<file path="config.mk">
export PLATFORM = sky130hd
export DESIGN_NAME = msg_sequencer
export DESIGN_NICKNAME = d
export VERILOG_FILES = /design/src/rtl/msg_pkg.sv /design/src/rtl/msg_fifo.sv /design/src/rtl/msg_sequencer.sv
export SDC_FILE = /design/constraint.sdc
export NUM_CORES = 1
export LEC_CHECK = 0
export ABC_AREA = 1
export BUFFER_PORTS_ARGS = -buffer_cell sky130_fd_sc_hd__buf_2
export CAP_MARGIN = 20
export CELL_PAD_IN_SITES_DETAIL_PLACEMENT = 1
export CELL_PAD_IN_SITES_GLOBAL_PLACEMENT = 1
export CORE_MARGIN = 3
export CORE_UTILIZATION = 35
export CTS_BUF_LIST = sky130_fd_sc_hd__clkbuf_16
export CTS_CLUSTER_SIZE = 14
export DETAILED_ROUTE_END_ITERATION = 10
export MAX_ROUTING_LAYER = met4
export PLACE_DENSITY_LB_ADDON = 0.1
export RECOVER_POWER = 50
export SKIP_LAST_GASP = 1
export SYNTH_ARGS = -nofsm -noshare
export SYNTH_HDL_FRONTEND = slang
export SYNTH_SLANG_ARGS = --single-unit
</file>
<file path="constraint.sdc">
create_clock -name clk -period 2.8 [get_ports clk]
set_input_delay 0.28 -clock clk [delete_from_list [all_inputs] [get_ports clk]]
set_output_delay 0.28 -clock clk [all_outputs]
set_load 0.02 [all_outputs]
</file>
<file path="src/rtl/msg_pkg.sv">
// Shared definitions for the message sequencer: display codes, FSM encoding and
// the packed queue entry layout.
package msg_pkg;

    localparam int unsigned ENTRY_W = 9;

    localparam logic [3:0] CodeOff   = 4'd0;
    localparam logic [3:0] CodeDif1  = 4'd1;
    localparam logic [3:0] CodeDif2  = 4'd2;
    localparam logic [3:0] CodeDif3  = 4'd3;
    localparam logic [3:0] CodeVel1  = 4'd4;
    localparam logic [3:0] CodeVel2  = 4'd5;
    localparam logic [3:0] CodePc    = 4'd6;
    localparam logic [3:0] CodePvp   = 4'd7;
    localparam logic [3:0] CodeErro  = 4'd8;
    localparam logic [3:0] CodeSuss  = 4'd9;
    localparam logic [3:0] CodeDigi  = 4'd10;
    localparam logic [3:0] CodeResp  = 4'd11;
    localparam logic [3:0] CodeAll0  = 4'd12;
    localparam logic [3:0] CodeBlank = 4'd13;
    localparam logic [3:0] CodeCont  = 4'd14;

    typedef enum logic [1:0] {
        StIdle,
        StShow,
        StGap
    } msg_state_e;

    typedef struct packed {
        logic       blink;
        logic [3:0] dur;
        logic [3:0] code;
    } msg_entry_t;

endpackage

</file>
<file path="src/rtl/msg_fifo.sv">
// Synchronous request queue with first-word-fall-through read data and a
// flush that empties it on the next edge.
module msg_fifo
    import msg_pkg::*;
#(
    parameter int unsigned DEPTH = 4
) (
    input  logic               clk,
    input  logic               rst_n,
    input  logic               push_i,
    input  logic               pop_i,
    input  logic               flush_i,
    input  logic [ENTRY_W-1:0] wdata_i,
    output logic [ENTRY_W-1:0] rdata_o,
    output logic               full_o,
    output logic               empty_o
);

    localparam int unsigned AW = (DEPTH > 1) ? $clog2(DEPTH) : 1;
    localparam int unsigned CW = $clog2(DEPTH + 1);

    logic [ENTRY_W-1:0] mem_q [DEPTH];
    logic [ENTRY_W-1:0] mem_d [DEPTH];
    logic [AW-1:0]      wr_ptr_q, wr_ptr_d;
    logic [AW-1:0]      rd_ptr_q, rd_ptr_d;
    logic [CW-1:0]      count_q, count_d;
    logic               do_push, do_pop;

    function automatic logic [AW-1:0] ptr_inc(input logic [AW-1:0] p);
        return (p == AW'(DEPTH - 1)) ? '0 : p + AW'(1);
    endfunction

    assign full_o  = (count_q == CW'(DEPTH));
    assign empty_o = (count_q == '0);
    assign do_push = push_i && !full_o && !flush_i;
    assign do_pop  = pop_i && !empty_o && !flush_i;
    assign rdata_o = mem_q[rd_ptr_q];

    always_comb begin
        mem_d    = mem_q;
        wr_ptr_d = wr_ptr_q;
        rd_ptr_d = rd_ptr_q;
        count_d  = count_q;
        if (flush_i) begin
            wr_ptr_d = '0;
            rd_ptr_d = '0;
            count_d  = '0;
        end else begin
            if (do_push) begin
                mem_d[wr_ptr_q] = wdata_i;
                wr_ptr_d        = ptr_inc(wr_ptr_q);
            end
            if (do_pop) begin
                rd_ptr_d = ptr_inc(rd_ptr_q);
            end
            // Simultaneous push and pop leaves the occupancy unchanged.
            case ({do_push, do_pop})
                2'b10:   count_d = count_q + CW'(1);
                2'b01:   count_d = count_q - CW'(1);
                default: count_d = count_q;
            endcase
        end
    end

    always_ff @(posedge clk or negedge rst_n) begin
        if (!rst_n) begin
            mem_q    <= '{default: '0};
            wr_ptr_q <= '0;
            rd_ptr_q <= '0;
            count_q  <= '0;
        end else begin
            mem_q    <= mem_d;
            wr_ptr_q <= wr_ptr_d;
            rd_ptr_q <= rd_ptr_d;
            count_q  <= count_d;
        end
    end

endmodule

</file>
<file path="src/rtl/msg_sequencer.sv">
// Plays queued display messages onto a 7-segment code output, with tick-based
// durations, an inter-message blank gap, optional blinking and a flush.
module msg_sequencer
    import msg_pkg::*;
#(
    parameter int unsigned TICK_DIV   = 5000000,
    parameter int unsigned FIFO_DEPTH = 4
) (
    input  logic       clk,
    input  logic       rst_n,
    input  logic       req_valid,
    output logic       req_ready,
    input  logic [3:0] req_code,
    input  logic [3:0] req_dur,
    input  logic       req_blink,
    input  logic [3:0] idle_code,
    input  logic       flush,
    output logic [3:0] X,
    output logic       busy
);

    localparam int unsigned PW = (TICK_DIV > 1) ? $clog2(TICK_DIV) : 1;

    msg_state_e         state_q, state_d;
    logic [3:0]         x_q, x_d;
    logic [PW-1:0]      presc_q, presc_d;
    logic [3:0]         tick_cnt_q, tick_cnt_d;
    logic               phase_q, phase_d;
    msg_entry_t         cur_q, cur_d;

    msg_entry_t         push_entry, fifo_head;
    logic [ENTRY_W-1:0] fifo_rdata;
    logic               fifo_full, fifo_empty, fifo_pop;
    logic               tick, expire, load;

    assign push_entry = '{blink: req_blink, dur: req_dur, code: req_code};
    assign fifo_head  = msg_entry_t'(fifo_rdata);
    assign req_ready  = !fifo_full && !flush;
    assign busy       = (state_q != StIdle) || !fifo_empty;
    assign X          = x_q;

    msg_fifo #(
        .DEPTH(FIFO_DEPTH)
    ) u_fifo (
        .clk    (clk),
        .rst_n  (rst_n),
        .push_i (req_valid && req_ready),
        .pop_i  (fifo_pop),
        .flush_i(flush),
        .wdata_i(push_entry),
        .rdata_o(fifo_rdata),
        .full_o (fifo_full),
        .empty_o(fifo_empty)
    );

    assign tick = (state_q != StIdle) && (presc_q == PW'(TICK_DIV - 1));
    // Sticky messages end only when something is waiting behind them.
    assign expire = (cur_q.dur != 4'd0) ? (tick_cnt_q == cur_q.dur - 4'd1) : !fifo_empty;

    always_comb begin
        state_d    = state_q;
        x_d        = x_q;
        tick_cnt_d = tick_cnt_q;
        phase_d    = phase_q;
        cur_d      = cur_q;
        fifo_pop   = 1'b0;
        load       = 1'b0;
        presc_d    = '0;
        if (state_q != StIdle) begin
            presc_d = tick ? '0 : presc_q + PW'(1);
        end

        if (flush) begin
            state_d    = StIdle;
            x_d        = idle_code;
            presc_d    = '0;
            tick_cnt_d = '0;
            phase_d    = 1'b0;
        end else begin
            unique case (state_q)
                StIdle: begin
                    x_d  = idle_code;
                    load = !fifo_empty;
                end
                StShow: begin
                    if (tick && expire) begin
                        state_d = fifo_empty ? StIdle : StGap;
                        x_d     = fifo_empty ? idle_code : CodeBlank;
                    end else if (tick) begin
                        if (cur_q.dur != 4'd0) begin
                            tick_cnt_d = tick_cnt_q + 4'd1;
                        end
                        if (cur_q.blink) begin
                            phase_d = !phase_q;
                            x_d     = phase_q ? cur_q.code : CodeBlank;
                        end
                    end
                end
                StGap: begin
                    if (tick) begin
                        load = !fifo_empty;
                        if (fifo_empty) begin
                            state_d = StIdle;
                            x_d     = idle_code;
                        end
                    end
                end
                default: state_d = StIdle;
            endcase

            if (load) begin
                fifo_pop   = 1'b1;
                cur_d      = fifo_head;
                x_d        = fifo_head.code;
                presc_d    = '0;
                tick_cnt_d = '0;
                phase_d    = 1'b0;
                state_d    = StShow;
            end
        end
    end

    always_ff @(posedge clk or negedge rst_n) begin
        if (!rst_n) begin
            state_q    <= StIdle;
            x_q        <= CodeBlank;
            presc_q    <= '0;
            tick_cnt_q <= '0;
            phase_q    <= 1'b0;
            cur_q      <= '0;
        end else begin
            state_q    <= state_d;
            x_q        <= x_d;
            presc_q    <= presc_d;
            tick_cnt_q <= tick_cnt_d;
            phase_q    <= phase_d;
            cur_q      <= cur_d;
        end
    end

endmodule

</file>
After elaboration in Yosys (flattened, before gate mapping):

Cells that the tools add are included.

* add/sub/neg operators: 7
* magnitude comparators: 3
* eq/ne operators: 16
* mux-type cells: 53
* bitwise gates (word level): 3
* reduce and logical (&&, ||, !) cells: 32

Operator list (count)
* 2-to-1 mux 23 bit: 4
* 2-to-1 mux 4 bit: 15
* bitwise mux 36 bit: 1
* 2-to-1 mux 9 bit: 3
* 2-to-1 mux 2 bit: 12
* adder 23 x 1 -> 23 bit, second input constant: 1
* equality test 23 bit, second input constant: 1
* binary-select mux 9 bit (select 2 bit): 1
* demux 9 bit (select 2 bit): 1
* nonzero test 3 bit: 5
* != test 4 bit, second input constant: 3
* one-hot mux 4 bit (3 select lines): 1
* AND reduction 4 bit: 3
* 2-to-1 mux 1 bit: 11
* != test 5 bit, second input constant: 2
* logical AND 1 bit: 9
* equality test 2 bit, second input constant: 4
* >= comparator 3 bit, second input constant: 2
* NOT 2 -> 3 bit: 2
* one-hot mux 2 bit (3 select lines): 1
* one-hot mux 3 bit (2 select lines): 1
* nonzero test 2 bit: 3
* AND reduction 5 bit: 1
* nonzero test 5 bit: 1
* other kinds (20): 26

* register bits after elaboration: 86
* input bits: 17
* logic and storage cells: 129

Depth between registers and ports, before layout:

Gate-level depths: netlist of run 1.

* depth after elaboration: 12
* mapped depth: 15
* depth with buffers taken out: 15

Cells and area by module:

From an unflattened synthesis of run 1, not the netlist that was laid out.

* cells, all modules: 582
* area, all modules: 4700.8 µm²

Modules (own cells, without submodules)
* msg_sequencer: times used 1, cells each 349, area each 2611.3 µm², sequential area each 1079.8 µm²
* msg_fifo: times used 1, cells each 233, area each 2089.5 µm², sequential area each 1076.0 µm²

Worst setup path before layout of run 1:

OpenSTA, ideal clock, no wires.

* kind: register -> register
* from: reg u_fifo.count_q[1]
* to: reg u_fifo.count_q[2]
* arrival time: 2118 ps
* data required time: 2735 ps
* path slack: 617 ps
* stages on the path, launching flop included: 11
* path through: dfrtp_1 inv_1 a31oi_1 nand2_2 inv_1 nor2_2 fa_1 xnor2_1 xnor2_1 nand2_1 nand2_1

RTL lines
* start: declaration: RTL line msg_fifo.sv:26 `logic [CW-1:0] count_q, count_d;`
* start signal: assignment: RTL line msg_fifo.sv:75 `count_q <= count_d;`
* equality test 3 bit (*): RTL line msg_fifo.sv:33 `assign full_o = (count_q == CW'(DEPTH));`
* zero test 1 bit (*): RTL line msg_sequencer.sv:38 `assign req_ready = !fifo_full && !flush;`
* logical AND 1 bit (*): RTL line msg_sequencer.sv:38
* named net req_ready: RTL line msg_sequencer.sv:12 `output logic req_ready,`
* logical AND 1 bit (*): RTL line msg_sequencer.sv:47 `.push_i (req_valid && req_ready),`
* logical AND 1 bit (*) (2 in series): RTL line msg_fifo.sv:35 `assign do_push = push_i && !full_o && !flush_i;`
* equality test 2 x 1 -> 1 bit or equality test 2 bit (tied branches): RTL line msg_fifo.sv:57 `case ({do_push, do_pop})`
* one-hot mux 3 bit (2 select lines): RTL line msg_fifo.sv:57
* 2-to-1 mux 3 bit: RTL line msg_fifo.sv:44 `if (flush_i) begin`

The timed path passes the listed nets; every way through them passes the cells marked *. The select of a mux whose other input is x is not followed.
A chain may end at the register's enable or synchronous reset.

Final worst setup path of run 1:

* from: reg presc_q[0]
* to: reg u_fifo.count_q[2]

* word-level cells in the longest chain between the ends: 12

RTL lines
* start: declaration: RTL line msg_sequencer.sv:26 `logic [PW-1:0] presc_q, presc_d;`
* start signal: assignment: RTL line msg_sequencer.sv:134 `presc_q <= presc_d;`
* equality test 23 bit (*): RTL line msg_sequencer.sv:56 `assign tick = (state_q != StIdle) && (presc_q == PW'(TICK_DIV - 1));`
* logical AND 1 bit (*): RTL line msg_sequencer.sv:56
* 2-to-1 mux 1 bit (*): RTL line msg_sequencer.sv:100 `if (tick) begin`
* one-hot mux 1 bit (2 select lines) (*): RTL line msg_sequencer.sv:80 `unique case (state_q)`
* 2-to-1 mux 1 bit (*): RTL line msg_sequencer.sv:73 `if (flush) begin`
* 2-to-1 mux 1 bit (*): RTL line msg_sequencer.sv:111 `if (load) begin`
* 2-to-1 mux 1 bit (*): RTL line msg_sequencer.sv:73
* logical AND 1 bit (*) (2 in series): RTL line msg_fifo.sv:36 `assign do_pop = pop_i && !empty_o && !flush_i;`
* equality test 2 x 1 -> 1 bit or equality test 2 bit (tied branches): RTL line msg_fifo.sv:57
* one-hot mux 3 bit (2 select lines): RTL line msg_fifo.sv:57
* 2-to-1 mux 3 bit: RTL line msg_fifo.sv:44

Every way passes the cells marked *; elsewhere a longest branch is shown, timed or not. The select of a mux whose other input is x is not followed.

==> metrics.txt, run 1 <==
status=complete, no violations; H-tree depth=3; WL per Instance=~15 um; RSZ-0062 raised after global routing=no; Synth Flop Type=dfrtp_1; Post-synth EDFFs=0; DR vias/cell=4.84; switching power total=roughly 1.9 mW; P_leak=~2.4 nW; Yosys top cell by area=dfrtp_1; setup bufs post-CTS=0; crit-path leading delay family=simple AND/OR/NAND/NOR gates; DIE HEIGHT=120 um; worst hold margin=0.173 ns; antenna violations before repair=0; cell area after layout=0.00518 sq mm; length of the first detailed-routing pass in iterations=4; Post-Layout Cell Count=750; Final Hold Fails=0; Die Width=120 um; Seq pwr share=0.392; post-synth top area share=0.456; placed inst area=0.00486 sq mm; first-pass GRT wire length=about 20000 um; CP peak stage delay=approximately 0.40 ns; grt total ovfl=0; CTS tree=yes; routed vias=3628; fin nets=600; Async SR Flop Fraction=1.00; # setup viols final=0; HPWL after DPL=between 8000 and 9000 um; cell count after placement=733; Final ANT Viol Nets=0; sequential share of the synthesized area=0.474; Synth Register Bits=86; Setup CP Type=flip-flop to flip-flop; 1st-iter DRT viols=162; achievable frequency=~440 MHz; Slew headroom=0.339; Synth area leaders=dfrtp_1, nand2_1, inv_1; Critical Path Sink Type=flip-flop; switching share of power=0.388; Slew Limit Fails=0; largest net degree at the start of global routing=51; Synth cell types=41; synthesized cell area=0.00455 sq mm; Syn. warnings=0; Mapped Cells=approximately 550; Post-Route Setup TNS=0 ns; final period utilization=0.810; maximum clock insertion buffer count=2; Clock Sinks=86; IR Drop Worst-Case VDD=0.000397 V; post-layout util=0.409; crit start category=flip-flop; die area=approximately 0.014 sq mm; crit-path max FO=7; initial core utilization=0.359; drt total wl=11400 um; top cells by count, synth=nand2_1, dfrtp_1, inv_1; total core area=roughly 0.013 sq mm; clock network power share=0.266; row cnt=41; slowest CP cell=dfrtp_1; Clock transition at path regs=0.07 ns; share of layout cells above drive strength 1=0.147; internal power=about 3.0 mW; DRC=0; Comb pwr share=0.342; vias in the first global route=between 3000 and 4000; count leader, synth=nand2_1; Worst EP arrival=around 2.6 ns; Place WS=~0.52 ns; Worst-Margin Slew=between 0.9 and 1 ns; Tmin final=2.27 ns; Tot GR Track Use=0.177; Pwr per Cell Area=934 mW/mm^2; CP bufs+invs=0; syn_area_per_cell=~8.3 sq um; max_cap viols=0; clock root buffer=clkbuf_16; critical path, cell by cell=ha_1 > nand2_1 > nor2_4 > nand2_2 > nor2_4 > nand2_2 > nand2_2 > nand3_4 > nor2_2 > fa_1 > xnor2_1 > xnor2_1 > nand2_1 > nand2_1; Post-Route Skew=0.0112 ns; Synth Net Count=574; synth-to-layout area growth=13.7%; TritonCTS Buffers=9; Hold Crit Class=input pin to flip-flop; total power=4.83 mW; required time of the critical path=3.10 ns; # IOs=23; post-route worst setup slack=0.532 ns; RePlAce Congestion=about 0.81; Worst-Skew Late Latency=~0.35 ns; # diodes=0; PortBufs=22
==> layout make-up <==
type | count | area, sq um
fillers | 1549 | 7490
flip-flops and latches | 86 | 2160
multi-input cells | 369 | 2040
inverters | 81 | 304
well taps | 172 | 215
clock inverters | 7 | 86.3
repair buffers | 26 | 151
clock buffers | 9 | 225
==> flip-flops by register name, summed over array words and instances, names as in the netlist <==
| register | count |
|---|---|
| presc_q | 23 |
| cur_q | 9 |
| phase_q | 1 |
| u_fifo.count_q | 3 |
| u_fifo.mem_q | 36 |
| u_fifo.rd_ptr_q | 2 |
| u_fifo.wr_ptr_q | 2 |
| state_q | 2 |
| tick_cnt_q | 4 |
| X | 4 |
==> cells by family after synthesis <==
family	count (synthesis)	synth area share
simple gates	234	0.236
mux	18	0.0445
flops	86	0.474
compound gates	88	0.102
xor+xnor	19	0.0366
fa+ha+maj	10	0.0291
buf+inv	92	0.0786
==> final timing paths <==
check / startpoint / end / slack (ns) / depth (start not counted)
hold / removal: req_dur[1] / u_fifo.mem_q[23] / 0.17 / 3
setup reg to reg: presc_q[0] / u_fifo.count_q[2] / 0.53 / 14
hold reg to reg: presc_q[0] / presc_q[0] / 0.46 / 1
max in group asynchronous: rst_n / X[3] / 1.35 / 3
setup / recovery: presc_q[0] / u_fifo.count_q[2] / 0.53 / 14
min in group asynchronous: rst_n / presc_q[13] / 0.62 / 2
==> power groups by stage <==
stage	sequential, mW	clock, mW	combinational, mW
2_1_floorplan	1.87	0	1.20
3_3_place_gp	1.90	0	1.63
3_5_place_dp	1.92	0	1.67
4_1_cts	1.90	1.33	1.69
5_1_grt	1.95	1.38	1.92
6_report	1.89	1.29	1.65
==> timing repair <==
| action | in CTS | in global routing |
|---|---|---|
| hold buffers | 1 | 0 |
| setup endpoints to repair | 0 | 0 |
| gates resized for setup | 0 | 0 |
| hold endpoints to repair | 36 | 0 |
==> per-layer routing <==
metal	routed length (um)	GRT usage	share of wire
met5	0	-	0
met4	159	0.0501	0.014
met3	352	0.0377	0.031
met2	5110	0.267	0.45
met1	5780	0.242	0.51
==> cells in the final DEF, fill, tap and decap left out, drive strengths merged, types with 10 or more instances in the layout <==
cell type,instances
buf,21
nor2,64
inv,85
xor2,10
nand2,113
nand4,10
dfrtp,83
clkbuf,13
nand3,26
a21oi,27
o21ai,51
nor3,12
mux2,18
==> worst min-delay path: stages <==
cell,delay (ns)
buf_2,0.11
nand2_1,0.05
o21ai_0,0.05
Note: power is estimated with default switching activity, not from simulation.
==> inputs of run 2 (changes only) <==
ABC_AREA = 0   (was 1)
clock period = 2.22 ns   (was 2.8 ns; I/O delays follow)
==> run 2 against run 1 <==
First-iteration DRC count shrank 26%. Global-route usage down 1.8 points. Sequential cell count unchanged. Critical path depth decreased by 7. Final area grew 4.8%. Critical path type unchanged. Utilization increased by 3.9 points. Combinational power grew 50%. The run now ends with setup timing left. Fmax increased by 1.4%. Routed wire length down 9.4%.
==> metrics.txt, run 2 <==
H-tree depth=3 (unchanged); # IOs=23 (unchanged); hold wc startpoint=req_code[2] (was req_dur[1]); CP peak stage delay=0.44 ns (was 0.40 ns); area of the multi-input gates=0.00219 sq mm (was 0.00204 sq mm); max_cap viols=0 (unchanged); cell count after placement=601 (was 733); Synth Flop Type=dfrtp_1 (unchanged); Post-Layout Cell Count=622 (was 750); antenna violations before repair=0 (unchanged); Clock transition at path regs=0.06 ns (was 0.07 ns); fillcell total=1332 (was 1549); Tmin final=2.24 ns (was 2.27 ns); fin nets=477 (was 600); vias in the first global route=3329 (was 3857); Critical Path Sink Type=flip-flop (unchanged); DIE HEIGHT=118 um (was 120 um); IR Drop Worst-Case VDD=0.000568 V (was 0.000397 V); Setup CP Type=flip-flop to flip-flop (unchanged); P_leak=2.39 nW (was 2.37 nW); PortBufs=22 (unchanged); violated checks=setup timing; WL per Instance=16.6 um (was 15.2 um); DRC=0 (unchanged); sequential share of the synthesized area=0.494 (was 0.474); largest net degree at the start of global routing=56 (was 51); initial core utilization=0.360 (was 0.359); FF-to-FF setup slack=-0.02 ns (was 0.53 ns); FF-to-FF path depth=7 (was 14); Worst-Skew Late Latency=0.34 ns (was 0.35 ns); Hold Path Depth=2 (was 3); first-pass GRT wire length=17000 um (was 19500 um); Clock Sinks=86 (unchanged); achievable frequency=447 MHz (was 441 MHz); count leader, synth=dfrtp_1 (was nand2_1); Place WS=-0.0438 ns (was 0.523 ns); clock root buffer=clkbuf_16 (unchanged); cell area after layout=0.00542 sq mm (was 0.00518 sq mm); Synth Net Count=402 (was 574); syn_area_per_cell=11.6 sq um (was 8.32 sq um); register area=0.00216 sq mm (unchanged); max reg flops=36 (unchanged); Mapped Cells=375 (was 547); Hold EP=u_fifo.mem_q[20] (was u_fifo.mem_q[23]); final period utilization=1.01 (was 0.810); routed vias=3142 (was 3628); placed inst area=0.00500 sq mm (was 0.00486 sq mm); status=complete, but fails checks (was complete, no violations); Post-synth EDFFs=0 (unchanged); worst hold margin=0.153 ns (was 0.173 ns); share of layout cells above drive strength 1=0.366 (was 0.147); RR Endpoint=u_fifo.count_q[1] (was u_fifo.count_q[2]); Final Hold Fails=0 (unchanged); Largest Register=u_fifo.mem_q (unchanged); worst r2r src=presc_q[17] (was presc_q[0]); Yosys top cell by area=dfrtp_1 (unchanged); length of the first detailed-routing pass in iterations=4 (unchanged); Synth area leaders=dfrtp_1, mux2_2, mux4_2 (was dfrtp_1, nand2_1, inv_1); Post-Route Setup TNS=-0.0171 ns (was 0 ns); drt total wl=10300 um (was 11400 um); Hold Crit Class=input pin to flip-flop (unchanged); Final ANT Viol Nets=0 (unchanged); DR vias/cell=5.05 (was 4.84); Async SR Flop Fraction=1.00 (unchanged); most frequent cells in the layout=dfrtp_1, buf_4, nor2_1 (was nand2_1, dfrtp_1, inv_1); biggest regs=u_fifo.mem_q (36), presc_q (23), cur_q (9) (unchanged); maximum clock insertion buffer count=2 (unchanged); Die Width=118 um (was 120 um); Worst-Margin Slew=0.845 ns (was 0.992 ns); CTS tree=yes (unchanged); RSZ-0062 raised after global routing=yes (was no); post-route worst setup slack=-0.0171 ns (was 0.532 ns); die area=0.0138 sq mm (was 0.0144 sq mm); commonest non-fill, non-tap cell in the layout=dfrtp_1 (was nand2_1); Worst EP arrival=2.46 ns (was 2.57 ns); Synth Register Bits=86 (unchanged); crit start category=flip-flop (unchanged); synthesized cell area=0.00436 sq mm (was 0.00455 sq mm); Tot GR Track Use=0.158 (was 0.177); Post-Route Skew=0.00764 ns (was 0.0112 ns); Slew headroom=0.437 (was 0.339); total core area=0.0121 sq mm (was 0.0127 sq mm); Syn. warnings=0 (unchanged); # diodes=0 (unchanged); Synth cell types=57 (was 41); required time of the critical path=2.44 ns (was 3.10 ns); TritonCTS Buffers=9 (unchanged); Pwr per Cell Area=1170 mW/mm^2 (was 934 mW/mm^2); top cells by count, synth=dfrtp_1, nor2_1, mux2_2 (was nand2_1, dfrtp_1, inv_1); critical path, cell by cell=nor4b_2 > nand4_1 > o31a_1 > nor3_2 > fa_1 > a22oi_2 > nor2_1 (was ha_1 > nand2_1 > nor2_4 > nand2_2 > nor2_4 > nand2_2 > nand2_2 > nand3_4 > nor2_2 > fa_1 > xnor2_1 > xnor2_1 > nand2_1 > nand2_1); RePlAce Congestion=0.759 (was 0.808); crit-path max FO=5 (was 7); # setup viols final=1 (was 0); total power=6.33 mW (was 4.83 mW); synth-to-layout area growth=24.3% (was 13.7%); Slew Limit Fails=0 (unchanged); grt total ovfl=0 (unchanged); row cnt=40 (was 41); slowest CP cell=fa_1 (was dfrtp_1); 1st-iter DRT viols=120 (was 162); post-synth top area share=0.476 (was 0.456); HPWL after DPL=7230 um (was 8200 um); post-layout util=0.448 (was 0.409)
## run 2: cell types whose count changed after synthesis, sizes merged, moves of 5 or more
cell and delta:
inv -68, nand3 -13, nand2 -87, mux2 +23
o21ai -41, and3 +5, or3 +5, a21oi -20
mux4 +9, nor2 -22, xor2 +10, nor3 -6
## run 2: where the power goes
| group | leakage, nW | total, mW | switching (mW) | internal (mW) |
|---|---|---|---|---|
| registers | 1.12 | 2.36 | 0.282 | 2.07 |
| clock network | 0.135 | 1.50 | 0.638 | 0.863 |
| logic | 1.13 | 2.48 | 1.17 | 1.31 |
## run 2: layout make-up
type | count | share of cell area
clock buffer | 9 | 0.0415
sequential | 86 | 0.398
tap | 168 | 0.0388
timing repair buffer | 76 | 0.0974
multi-input combinational | 265 | 0.404
inverter | 12 | 0.00831
clock inverter | 6 | 0.0120
## run 2: worst max path at each step
| stage | to | cells past startpoint | startpoint |
|---|---|---|---|
| 3_5_place_dp | X[2] | 6 | presc_q[7] |
| 5_1_grt | u_fifo.count_q[1] | 7 | presc_q[17] |
| 3_3_place_gp | X[2] | 6 | presc_q[7] |
| 4_1_cts | X[1] | 8 | presc_q[16] |
| 2_1_floorplan | u_fifo.count_q[1] | 8 | presc_q[13] |
| 6_report | u_fifo.count_q[1] | 7 | presc_q[17] |
## run 2: routing by layer
metal  global-route usage  wire length (um)  vias up
met1                0.194              4670     1605
met3               0.0461               300       11
met5                    -                 0        -
met2                0.257              5250       31
li1                     -                 -     1495
met4               0.0425               108        0
## run 2: critical path, delay by kind of cell (launching register included)
family / cells / cell delay [ns]
fa+ha+maj: 1 / 0.44
flops: 1 / 0.39
simple gates: 4 / 0.73
compound gates: 2 / 0.56
## run 2: timing repair
action,in CTS,in global routing
hold endpoints to repair,28,0
pin swaps,4,7
gates resized for setup,0,19
cloned,0,0
buffers inserted,0,6
setup endpoints to repair,12,15
hold buffers,1,0
## run 2: cells by family after synthesis
kind of cell / synth area share
AOI/OAI and AO/OA: 0.0677
xor gates and xnor gates: 0.0654
adders and majority gates: 0.0304
buffers and inverters: 0.0249
DFF: 0.494
muxes: 0.160
and+or+nand+nor: 0.158
